$ cat config.mk
export PLATFORM = sky130hd
export DESIGN_NAME = mse_frame_tx
export DESIGN_NICKNAME = d
export VERILOG_FILES = /design/src/rtl/mse_frame_tx.sv
export SDC_FILE = /design/constraint.sdc
export NUM_CORES = 1
export LEC_CHECK = 0
export ABC_AREA = 0
export CORE_ASPECT_RATIO = 1.2
export CORE_MARGIN = 8
export CORE_UTILIZATION = 53
export CTS_CLUSTER_SIZE = 40
export DETAILED_ROUTE_END_ITERATION = 6
export GPL_ROUTABILITY_DRIVEN = 0
export MAX_ROUTING_LAYER = met4
export PLACE_DENSITY = 0.74
export SYNTH_ARGS = -nofsm -noshare
export SYNTH_HDL_FRONTEND = slang
export SYNTH_SLANG_ARGS = --single-unit
$ cat constraint.sdc
create_clock -name clk -period 2.3 [get_ports clk]
set_clock_uncertainty 0.05 [all_clocks]
set_input_delay 0.23 -clock clk [delete_from_list [all_inputs] [get_ports clk]]
set_output_delay 0.23 -clock clk [all_outputs]
set_load 0.005 [all_outputs]
$ cat src/rtl/mse_frame_tx.sv
// mse_frame_tx: serialises each 64-bit MSE result into a fixed 10-byte frame
// (header, D7..D0, XOR checksum) on the uart_transmitter strobe interface.
// Bytes are paced by an internal counter because the transmitter has no ready.
// A depth-1 pending slot absorbs one result per frame; overwrites are reported
// through the next frame header and the sticky overrun flag.
module mse_frame_tx #(
    parameter int         BYTE_CYCLES = 8700,
    parameter logic [7:0] HDR_OK      = 8'hA5,
    parameter logic [7:0] HDR_LOSS    = 8'hA7
) (
    input  logic        clk,
    input  logic        rstn,
    input  logic [63:0] mse_data,
    input  logic        mse_valid,
    output logic        com_txvalid,
    output logic [7:0]  com_txdata,
    output logic        busy,
    output logic        overrun
);

    typedef enum logic [1:0] {
        ST_IDLE = 2'd0,
        ST_SEND = 2'd1,
        ST_GAP  = 2'd2
    } state_t;

    // Counter value loaded at each pulse; the next event fires when it reaches zero.
    localparam logic [15:0] CNT_RELOAD = 16'(BYTE_CYCLES - 1);

    // XOR checksum over the eight data bytes (header excluded).
    function automatic logic [7:0] frame_chk(input logic [63:0] d);
        logic [7:0] acc;
        acc = 8'h00;
        for (int i = 0; i < 8; i++) begin
            acc = acc ^ d[8*i +: 8];
        end
        return acc;
    endfunction

    // Byte of the frame body for index 1..9 (1 = MSB data byte, 9 = checksum).
    function automatic logic [7:0] frame_byte(input logic [63:0] d, input logic [3:0] idx);
        logic [7:0] b;
        case (idx)
            4'd1:    b = d[63:56];
            4'd2:    b = d[55:48];
            4'd3:    b = d[47:40];
            4'd4:    b = d[39:32];
            4'd5:    b = d[31:24];
            4'd6:    b = d[23:16];
            4'd7:    b = d[15:8];
            4'd8:    b = d[7:0];
            4'd9:    b = frame_chk(d);
            default: b = 8'h00;
        endcase
        return b;
    endfunction

    state_t      state_r, state_nxt_s;
    logic [15:0] cnt_r, cnt_nxt_s;
    logic [3:0]  idx_r, idx_nxt_s;
    logic [63:0] snap_r, snap_nxt_s;
    logic [63:0] pend_data_r, pend_data_nxt_s;
    logic        pend_full_r, pend_full_nxt_s;
    logic        loss_r, loss_nxt_s;
    logic        txvalid_r, txvalid_nxt_s;
    logic [7:0]  txdata_r, txdata_nxt_s;
    logic        busy_r;

    // Next-state, pacing, pending-slot and byte-strobe logic.
    always_comb begin
        state_nxt_s     = state_r;
        cnt_nxt_s       = cnt_r;
        idx_nxt_s       = idx_r;
        snap_nxt_s      = snap_r;
        pend_data_nxt_s = pend_data_r;
        pend_full_nxt_s = pend_full_r;
        loss_nxt_s      = loss_r;
        txvalid_nxt_s   = 1'b0;
        txdata_nxt_s    = txdata_r;

        case (state_r)
            ST_IDLE: begin
                if (pend_full_r || mse_valid) begin
                    // Launch: the pending slot wins; a simultaneous strobe refills it.
                    if (pend_full_r) begin
                        snap_nxt_s      = pend_data_r;
                        pend_full_nxt_s = mse_valid;
                        if (mse_valid) begin
                            pend_data_nxt_s = mse_data;
                        end else begin
                            pend_data_nxt_s = pend_data_r;
                        end
                    end else begin
                        snap_nxt_s = mse_data;
                    end
                    state_nxt_s   = ST_SEND;
                    cnt_nxt_s     = CNT_RELOAD;
                    idx_nxt_s     = 4'd1;
                    txvalid_nxt_s = 1'b1;
                    txdata_nxt_s  = loss_r ? HDR_LOSS : HDR_OK;
                    loss_nxt_s    = 1'b0;
                end else begin
                    state_nxt_s = ST_IDLE;
                end
            end
            ST_SEND: begin
                if (cnt_r == 16'd0) begin
                    txvalid_nxt_s = 1'b1;
                    txdata_nxt_s  = frame_byte(snap_r, idx_r);
                    cnt_nxt_s     = CNT_RELOAD;
                    if (idx_r == 4'd9) begin
                        state_nxt_s = ST_GAP;
                        idx_nxt_s   = 4'd0;
                    end else begin
                        idx_nxt_s   = idx_r + 4'd1;
                    end
                end else begin
                    cnt_nxt_s = cnt_r - 16'd1;
                end
            end
            ST_GAP: begin
                // Lets the transmitter finish the checksum character.
                if (cnt_r == 16'd0) begin
                    state_nxt_s = ST_IDLE;
                end else begin
                    cnt_nxt_s = cnt_r - 16'd1;
                end
            end
            default: begin
                state_nxt_s = ST_IDLE;
                cnt_nxt_s   = 16'd0;
                idx_nxt_s   = 4'd0;
            end
        endcase

        // Results arriving during a frame go to the slot; newest wins on overwrite.
        if ((state_r != ST_IDLE) && mse_valid) begin
            if (pend_full_r) begin
                loss_nxt_s = 1'b1;
            end else begin
                loss_nxt_s = loss_nxt_s;
            end
            pend_data_nxt_s = mse_data;
            pend_full_nxt_s = 1'b1;
        end else begin
            pend_full_nxt_s = pend_full_nxt_s;
        end
    end

    // State and datapath registers with asynchronous abort on reset.
    always_ff @(posedge clk or negedge rstn) begin
        if (!rstn) begin
            state_r     <= ST_IDLE;
            cnt_r       <= 16'd0;
            idx_r       <= 4'd0;
            snap_r      <= 64'd0;
            pend_data_r <= 64'd0;
            pend_full_r <= 1'b0;
            loss_r      <= 1'b0;
            txvalid_r   <= 1'b0;
            txdata_r    <= 8'h00;
            busy_r      <= 1'b0;
        end else begin
            state_r     <= state_nxt_s;
            cnt_r       <= cnt_nxt_s;
            idx_r       <= idx_nxt_s;
            snap_r      <= snap_nxt_s;
            pend_data_r <= pend_data_nxt_s;
            pend_full_r <= pend_full_nxt_s;
            loss_r      <= loss_nxt_s;
            txvalid_r   <= txvalid_nxt_s;
            txdata_r    <= txdata_nxt_s;
            busy_r      <= (state_nxt_s != ST_IDLE);
        end
    end

    assign com_txvalid = txvalid_r;
    assign com_txdata  = txdata_r;
    assign busy        = busy_r;
    assign overrun     = loss_r;

endmodule

# Word-level counts from Yosys, hierarchy flattened
# Index checks and enable logic that the tools add are counted.
[classes] n_addsub=2 n_mux=35 bitwise_logic=8 n_eq_ne=14 reduce_logical=17
[op_table] op="2-to-1 mux 64 bit" count=6
[op_table] op="case mux 8 bit (9 select lines)" count=1
[op_table] op="XOR 8 bit" count=7
[op_table] op="2-to-1 mux 16 bit" count=3
[op_table] op="case mux 16 bit (3 select lines)" count=1
[op_table] op="equality test 4 x 3 -> 1 bit (second input constant)" count=4
[op_table] op="logical NOT 16 bit" count=1
[op_table] op="2-to-1 mux 8 bit" count=2
[op_table] op="case mux 8 bit (2 select lines)" count=1
[op_table] op="subtractor 16 x 1 -> 16 bit (second input constant)" count=1
[op_table] op="nonzero test 2 bit" count=7
[op_table] op="2-to-1 mux 4 bit" count=3
[op_table] op="case mux 4 bit (3 select lines)" count=1
[op_table] op="2-to-1 mux 1 bit" count=11
[op_table] op="equality test 4 x 2 -> 1 bit (second input constant)" count=2
[op_table] op="equality test 4 bit (second input constant)" count=2
[op_table] op="2-to-1 mux 2 bit" count=4
[op_table] op="!= test 2 bit (second input constant)" count=3
[op_table] op="case mux 2 bit (3 select lines)" count=1
[op_table] op="AND reduction 2 bit" count=3
[op_table] op="AND reduction 3 bit" count=2
[op_table] op="adder 4 x 1 -> 4 bit (second input constant)" count=1
[op_table] op="equality test 4 x 1 -> 1 bit (second input constant)" count=1
[op_table] op="AND reduction 4 bit" count=1
[op_table] op="other kinds (7)" count=7
[totals] ff_bits=162 in_bits=67 elab_cells=86

# Longest topological paths before layout
# Gate-level depths: netlist of the first run.
[depth] word_depth=10 mapped_depth=9

# Least setup slack after synthesis of the first run
# No wires, ideal clock.
[synth_timing] kind="reg-to-reg" from="reg cnt_r[0]" to="reg idx_r[0]" t_arrival_ns=1.693 required_ns=2.122 slack_ns=0.429 path_stages_with_launch=7 synth_period_minus_slack_ns=1.871 path_cell_list="dfrtp_1 inv_1 ha_1 nor3b_4 nand4_1 a21oi_2 mux2_1"
[synth_via] elab_chain_cells=3
[synth_lines] element="start: declaration" line_no="59" rtl="logic [15:0] cnt_r, cnt_nxt_s;"
[synth_lines] element="start signal: assignment" line_no="165" rtl="cnt_r <= cnt_nxt_s;"
[synth_lines] element="logical NOT 16 bit" line_no="107" rtl="if (cnt_r == 16'd0) begin"
[synth_lines] element="!= test 2 bit (no source line)"
[synth_lines] element="AND reduction 3 bit (no source line)"
[synth_lines] element="end signal: assignment" line_no="166" rtl="idx_r <= idx_nxt_s;"
[synth_lines] element="end: declaration" line_no="60" rtl="logic [3:0] idx_r, idx_nxt_s;"
# No other way between the ends.
# A chain may end at the register's enable or synchronous reset.

# Worst setup path in the final report of the first run
[layout_timing] from="reg cnt_r[0]" to="reg txdata_r[2], in the netlist com_txdata[2]"
[layout_via] elab_chain_cells=3
[layout_lines] element="logical NOT 16 bit" line_no="107"
[layout_lines] element="!= test 2 bit (no source line)"
[layout_lines] element="AND reduction 3 bit (no source line)"
[layout_lines] element="end signal: assignment" line_no="172" rtl="txdata_r <= txdata_nxt_s;"
[layout_lines] element="end: declaration" line_no="66" rtl="logic [7:0] txdata_r, txdata_nxt_s;"
# No other way between the ends.

==> results.toml, run 1 <==
[run_status]
status = "completed"

[logic_synthesis]
ys_ff_latch = 162
syn_area_sq_um = 8450
avgSynthCellArea_sq_um = 10.9
syn-num-nets = 843
synthArstFlopShare_pct = 100
yosysWarnings = 0
synth_top_flop_cell = "dfrtp_1"
yosysSeqAreaShare_pct = 48.0
synth_edf_count = 0
synth.distinct_cells = 72
synthCells = 775

[pwr]
p_int_w = 0.00500
clkPwrFrac_pct = 45.4
switching_share_pct = 21.9
p_switching_w = 0.00141
seqPwrFrac_pct = 47.4
power_density_nw_per_um2 = 629
p_leak_nw = 4.53
peakVddDrop_mv = 0.472
comb_power_share_pct = 7.2

[floorplanning]
initial_utilization_pct = 54.2
fp-row-count = 50
coreArea_sq_um = 15600
dieArea_sq_um = 20300
die_w_microns = 131
die_h_microns = 154
io_pins = 78

[sta]
fin_setup_tns_ns = 0
rsz0062_at_grt = "no"
fin_crit_ns = 2.23
setup_slack_ns = 0.0659
hold_ws_ns = 0.341
fin_crit_sh_pct = 97.1
slew_viol_final = 0
max-slew-margin-rel_pct = 40.1
fmax_mhz = 448
setup_violations = 0
finalHoldViolCount = 0
worstMarginPinSlew_ns = 0.898

[placed_design]
portBuffers = 77
dp.final_hpwl_microns = 14900
dp_slack_ns = 0.0346
dpl.cell_count = 1041

[global_route]
antenna_found_initial = 0
grt_pass1_wl_microns = 33200
grt.total_usage_pct = 20.9
grt_pass1_vias = 6514
grt_max_degree = 70
globalRoute.totalOverflow = 0

[clock_tree]
cts_tree = "done"
clk_latency_ns = 0.43
clk_pin_slew_ns = 0.06
ctsHtreeMaxLevel = 4
clock_path_buffers = 2
post_cts_buffers = 0
cts_root_buffer = "clkbuf_16"
cts.sinks = 162
numCtsBuffers = 17

[cells_and_area]
n_fill_cell = 1196
final_cells = 1074
ff_latch_area_sq_um = 4060
nets = 921
syn_to_final_growth_pct = 20.4
antenna_cells = 0
final_layout_size_suffix_gt1_share_pct = 17.4
fin_util_pct = 65.3
multi_input_area_sq_um = 4130

[setup_path]
crit_path_start_kind = "flop"
cp_max_fo = 11
cp_data_required_time_ns = 2.55
cp-end-kind = "flop"
crit_arrival_ns = 2.48
critPathKind = "flop to flop"

[drt]
drtIter0Drc = 426
wl_per_cell_microns = 18.9
vias = 6271
antenna_left = 0
firstDrtPassIters = 6
drc_errors = 0
wl_microns = 20300
viasPerCell = 5.84

[flow_run]
cap_violations = 0

[worst_hold_path]
hold_path_class = "input port to asynchronous set/reset pin"
per-layer routing:
metal | global-route usage, % | vias to the layer above | part of all wire (%) | routed length, microns
li1 | - | 2940 | - | -
met1 | 24.4 | 3096 | 42 | 8500
met2 | 35.0 | 185 | 51 | 10400
met3 | 4.05 | 50 | 4.0 | 808
met4 | 8.55 | 0 | 2.7 | 552
met5 | - | - | 0 | 0
power by group through the flow:
| stage | logic (W) | registers (W) | clock network, W |
|---|---|---|---|
| floorplan | 0.000215 | 0.00306 | 0 |
| global placement | 0.000450 | 0.00307 | 0 |
| detailed placement | 0.000467 | 0.00308 | 0 |
| CTS | 0.000471 | 0.00303 | 0.00295 |
| global route | 0.000508 | 0.00304 | 0.00308 |
| finish | 0.000461 | 0.00303 | 0.00291 |
repair_timing:
item,in CTS,in global routing
setup endpoints to repair,1,0
hold endpoints to repair,64,0
hold buffers,1,0
gates resized for setup,1,0
through the flow:
step                total power (W)  cell area [sq um]
finish                      0.00640              10200
global placement            0.00352               9550
global route                0.00663              10200
detailed placement          0.00355               9550
CTS                         0.00645              10200
floorplan                   0.00328               8450
flip-flops by register name (all words and copies together) (netlist names), 2 cells and up:
register / flops
cnt_r: 16
com_txdata: 8
snap_r: 64
state_r: 2
idx_r: 4
pend_data_r: 64
cell families after synthesis:
group                    Yosys count  share of synthesized area (%)
buffers and inverters             57                           3.27
multiplexers                     142                           17.8
AND/OR/NAND/NOR                  165                           10.2
XOR/XNOR                          66                           6.84
AO/OA/AOI/OAI                    182                           13.8
flip-flops                       162                           48.0
adder cells (fa/ha/maj)            1                          0.148
Yosys cell counts (all sizes together) (8+ instances only):
cell type  number  area, sq um
a31oi           8         50.1
mux2i          76          761
o21ai          95          475
a211oi          9         77.6
nor3            8         45.0
mux2           66          743
nor2           21         83.8
dfrtp         162         4050
buf            36          198
nand2          81          312
clkbuf         16         60.1
xnor2          58          508
a21oi          23          119
nor2b          10         62.6
a22oi           9         67.6
xor2            8         70.1
area by class of cell:
cell class                      instances  share of cell area (%)
Multi-Input combinational cell        556                    40.6
Sequential cell                       162                    39.9
Timing Repair Buffer                  111                    10.7
Clock buffer                           20                    4.49
Tap cell                              208                    2.56
Clock inverter                         12                    1.55
Inverter                                5                   0.184
cells in the final DEF (no fill, tap or decap), types with 4 or more instances in the layout:
cell type / n
buf_12: 5
and2_1: 4
a22oi_1: 9
mux2i_1: 76
mux2_1: 7
mux2_2: 59
o22ai_1: 5
a211oi_1: 7
a21oi_1: 22
clkdlybuf4s50_1: 76
o21ai_1: 17
nand3_1: 5
buf_4: 28
nor2b_1: 10
a31oi_1: 8
clkinv_4: 4
xor2_1: 8
nor2_1: 19
o21ai_0: 77
o32ai_1: 4
xnor2_1: 58
dfrtp_1: 161
nand2_1: 80
clkbuf_16: 17
inv_1: 5
nor3_1: 7
critical path, cell delays in order (launching register included):
cell and delay (ns):
dfrtp_1 0.41, inv_1 0.10, ha_1 0.21, nor3b_4 0.24, and4_2 0.46, nand2_4 0.13, a221oi_1 0.37, a21oi_1 0.13
final timing paths:
check | end | startpoint | depth (start not counted) | slack, ns
worst max-delay path | com_txdata[2] | cnt_r[0] | 7 | 0.07
worst min-delay path | pend_data_r[58] | rstn | 2 | 0.34
worst max register to register | com_txdata[2] | cnt_r[0] | 7 | 0.07
worst min register to register | pend_data_r[49] | pend_data_r[49] | 1 | 0.45
max in group asynchronous | snap_r[39] | rstn | 3 | 1.15
min in group clk | pend_data_r[49] | mse_data[49] | 2 | 0.38
Note: power is estimated with default switching activity, not from simulation.
==> run 2: changes to the inputs <==
GPL_TIMING_DRIVEN = 0   (was unset)
==> results.toml, run 2 (synthesis results as in run 1) <==
[floorplanning]
coreArea_sq_um = 15600
initial_utilization_pct = 54.2
die_w_microns = 131
die_h_microns = 154
io_pins = 78
dieArea_sq_um = 20300
fp-row-count = 50

[drt]
met1_length_microns = 8710
wl_met2_microns = 10800
firstDrtPassIters = 5
drc_errors = 0
wl_met3_microns = 862
vias = 6421
viasPerCell = 5.87
drtIter0Drc = 481
wl_per_cell_microns = 19.4
antenna_left = 0
highest_layer = "met4"
wl_microns = 21200

[cells_and_area]
layout_common_cells = "dfrtp_1, nand2_1, o21ai_0"
final_common_cell = "dfrtp_1"
n_fill_cell = 1212
reg_top3 = "pend_data_r: 64 flops, snap_r: 64 flops, cnt_r: 16 flops"
multi_input_area_sq_um = 4120
antenna_cells = 0
ff_latch_area_sq_um = 4050
nets = 940
final_cells = 1093
syn_to_final_growth_pct = 20.4
final_layout_size_suffix_gt1_share_pct = 17.1
fin_util_pct = 65.3

[placed_design]
dpl.cell_count = 1060
dp.final_hpwl_microns = 15600
portBuffers = 76

[clock_tree]
cts_root_buffer = "clkbuf_16"
clock_path_buffers = 2
post_cts_buffers = 0
ctsHtreeMaxLevel = 4
numCtsBuffers = 17
cts_tree = "done"
clk_latency_ns = 0.42
clk_pin_slew_ns = 0.06
cts.sinks = 162

[setup_path]
crit_path_start_kind = "flop"
crit_arrival_ns = 2.48
cp_max_fo = 10
cp-end-kind = "flop"
cp_data_required_time_ns = 2.55
critPathKind = "flop to flop"

[global_route]
globalRoute.totalOverflow = 0
grt_pass1_wl_microns = 34400
grt_pass1_vias = 6654
antenna_found_initial = 0
grt.total_usage_pct = 21.7
grt_max_degree = 93

[sta]
setup_violations = 0
max-slew-margin-rel_pct = 41.5
fin_setup_tns_ns = 0
rsz0062_at_grt = "no"
worstMarginPinSlew_ns = 0.878
fin_crit_ns = 2.23
hold_ws_ns = 0.0934
slew_viol_final = 0
fin_crit_sh_pct = 96.9
finalHoldViolCount = 0
fmax_mhz = 449

[pwr]
power_density_nw_per_um2 = 652
total_power_w = 0.00664
p_leak_nw = 4.52
p_switching_w = 0.00137
p_int_w = 0.00526
switching_share_pct = 20.7
clkPwrFrac_pct = 47.6
seqPwrFrac_pct = 45.7
peakVddDrop_mv = 0.464
comb_power_share_pct = 6.8

[run_status]
status = "completed"

[flow_run]
cap_violations = 0

[worst_hold_path]
hold_path_class = "input port to flop"
==> run 2: changes by cell type in the layout (fill, tap and decap cells not counted), moves of 3 or more <==
cell / delta
buf_6: +3
buf_12: -5
clkinvlp_4: -3
buf_2: +32
clkinv_4: -4
clkbuf_1: +17
buf_4: -28
==> run 2: layer usage <==
layer	global-route usage (%)	up-vias
li1	-	2984
met1	24.8	3160
met2	36.5	224
met3	3.92	53
met4	10.1	0
met5	-	-
==> run 2: final cells by class <==
type,instances,share of cell area [%]
Multi-Input combinational cell,556,40.5
Sequential cell,162,39.8
Clock buffer,23,4.80
Clock inverter,9,1.71
Tap cell,208,2.56
Buffer,52,2.53
Inverter,5,0.184
Timing Repair Buffer,78,7.86
==> run 2: what timing repair did <==
item / in CTS / in global routing
pin swaps: 0 / 1
hold buffers: 1 / 0
resized for setup: 1 / 0
setup endpoints to repair: 48 / 7
hold endpoints to repair: 91 / 0
==> run 2: path summary, 6_finish.rpt <==
kind / startpoint / end / slack, ns / depth (start not counted)
max: pend_full_r / pend_data_r[56] / 0.07 / 4
min: mse_valid / pend_full_r / 0.09 / 3
max reg2reg: pend_full_r / pend_data_r[56] / 0.07 / 4
min reg2reg: pend_data_r[11] / pend_data_r[11] / 0.45 / 1
max in group asynchronous: rstn / pend_data_r[18] / 0.95 / 3
min in group asynchronous: rstn / pend_data_r[54] / 0.43 / 2
==> run 2: through the flow <==
stage / setup WS [ns] / instance area (sq um)
3_5_place_dp: -0.102 / 9500
2_1_floorplan: 0.429 / 8450
3_3_place_gp: -5.26 / 9470
5_1_grt: 0.00165 / 10200
6_report: 0.0711 / 10200
4_1_cts: 0.0489 / 10200
==> run 2: worst max-delay path: stages (launching register included) <==
cell	delay, ns
dfrtp_1	0.35
buf_2	0.19
o31ai_4	0.75
buf_2	0.39
mux2_2	0.37
==> run 2: power groups by stage <==
| stage | logic [W] | clock network (W) | registers, W |
|---|---|---|---|
| after floorplan | 0.000215 | 0 | 0.00306 |
| after global placement | 0.000433 | 0 | 0.00307 |
| after detailed placement | 0.000455 | 0 | 0.00308 |
| after CTS | 0.000458 | 0.00320 | 0.00303 |
| after global routing | 0.000497 | 0.00331 | 0.00304 |
| final | 0.000449 | 0.00316 | 0.00303 |
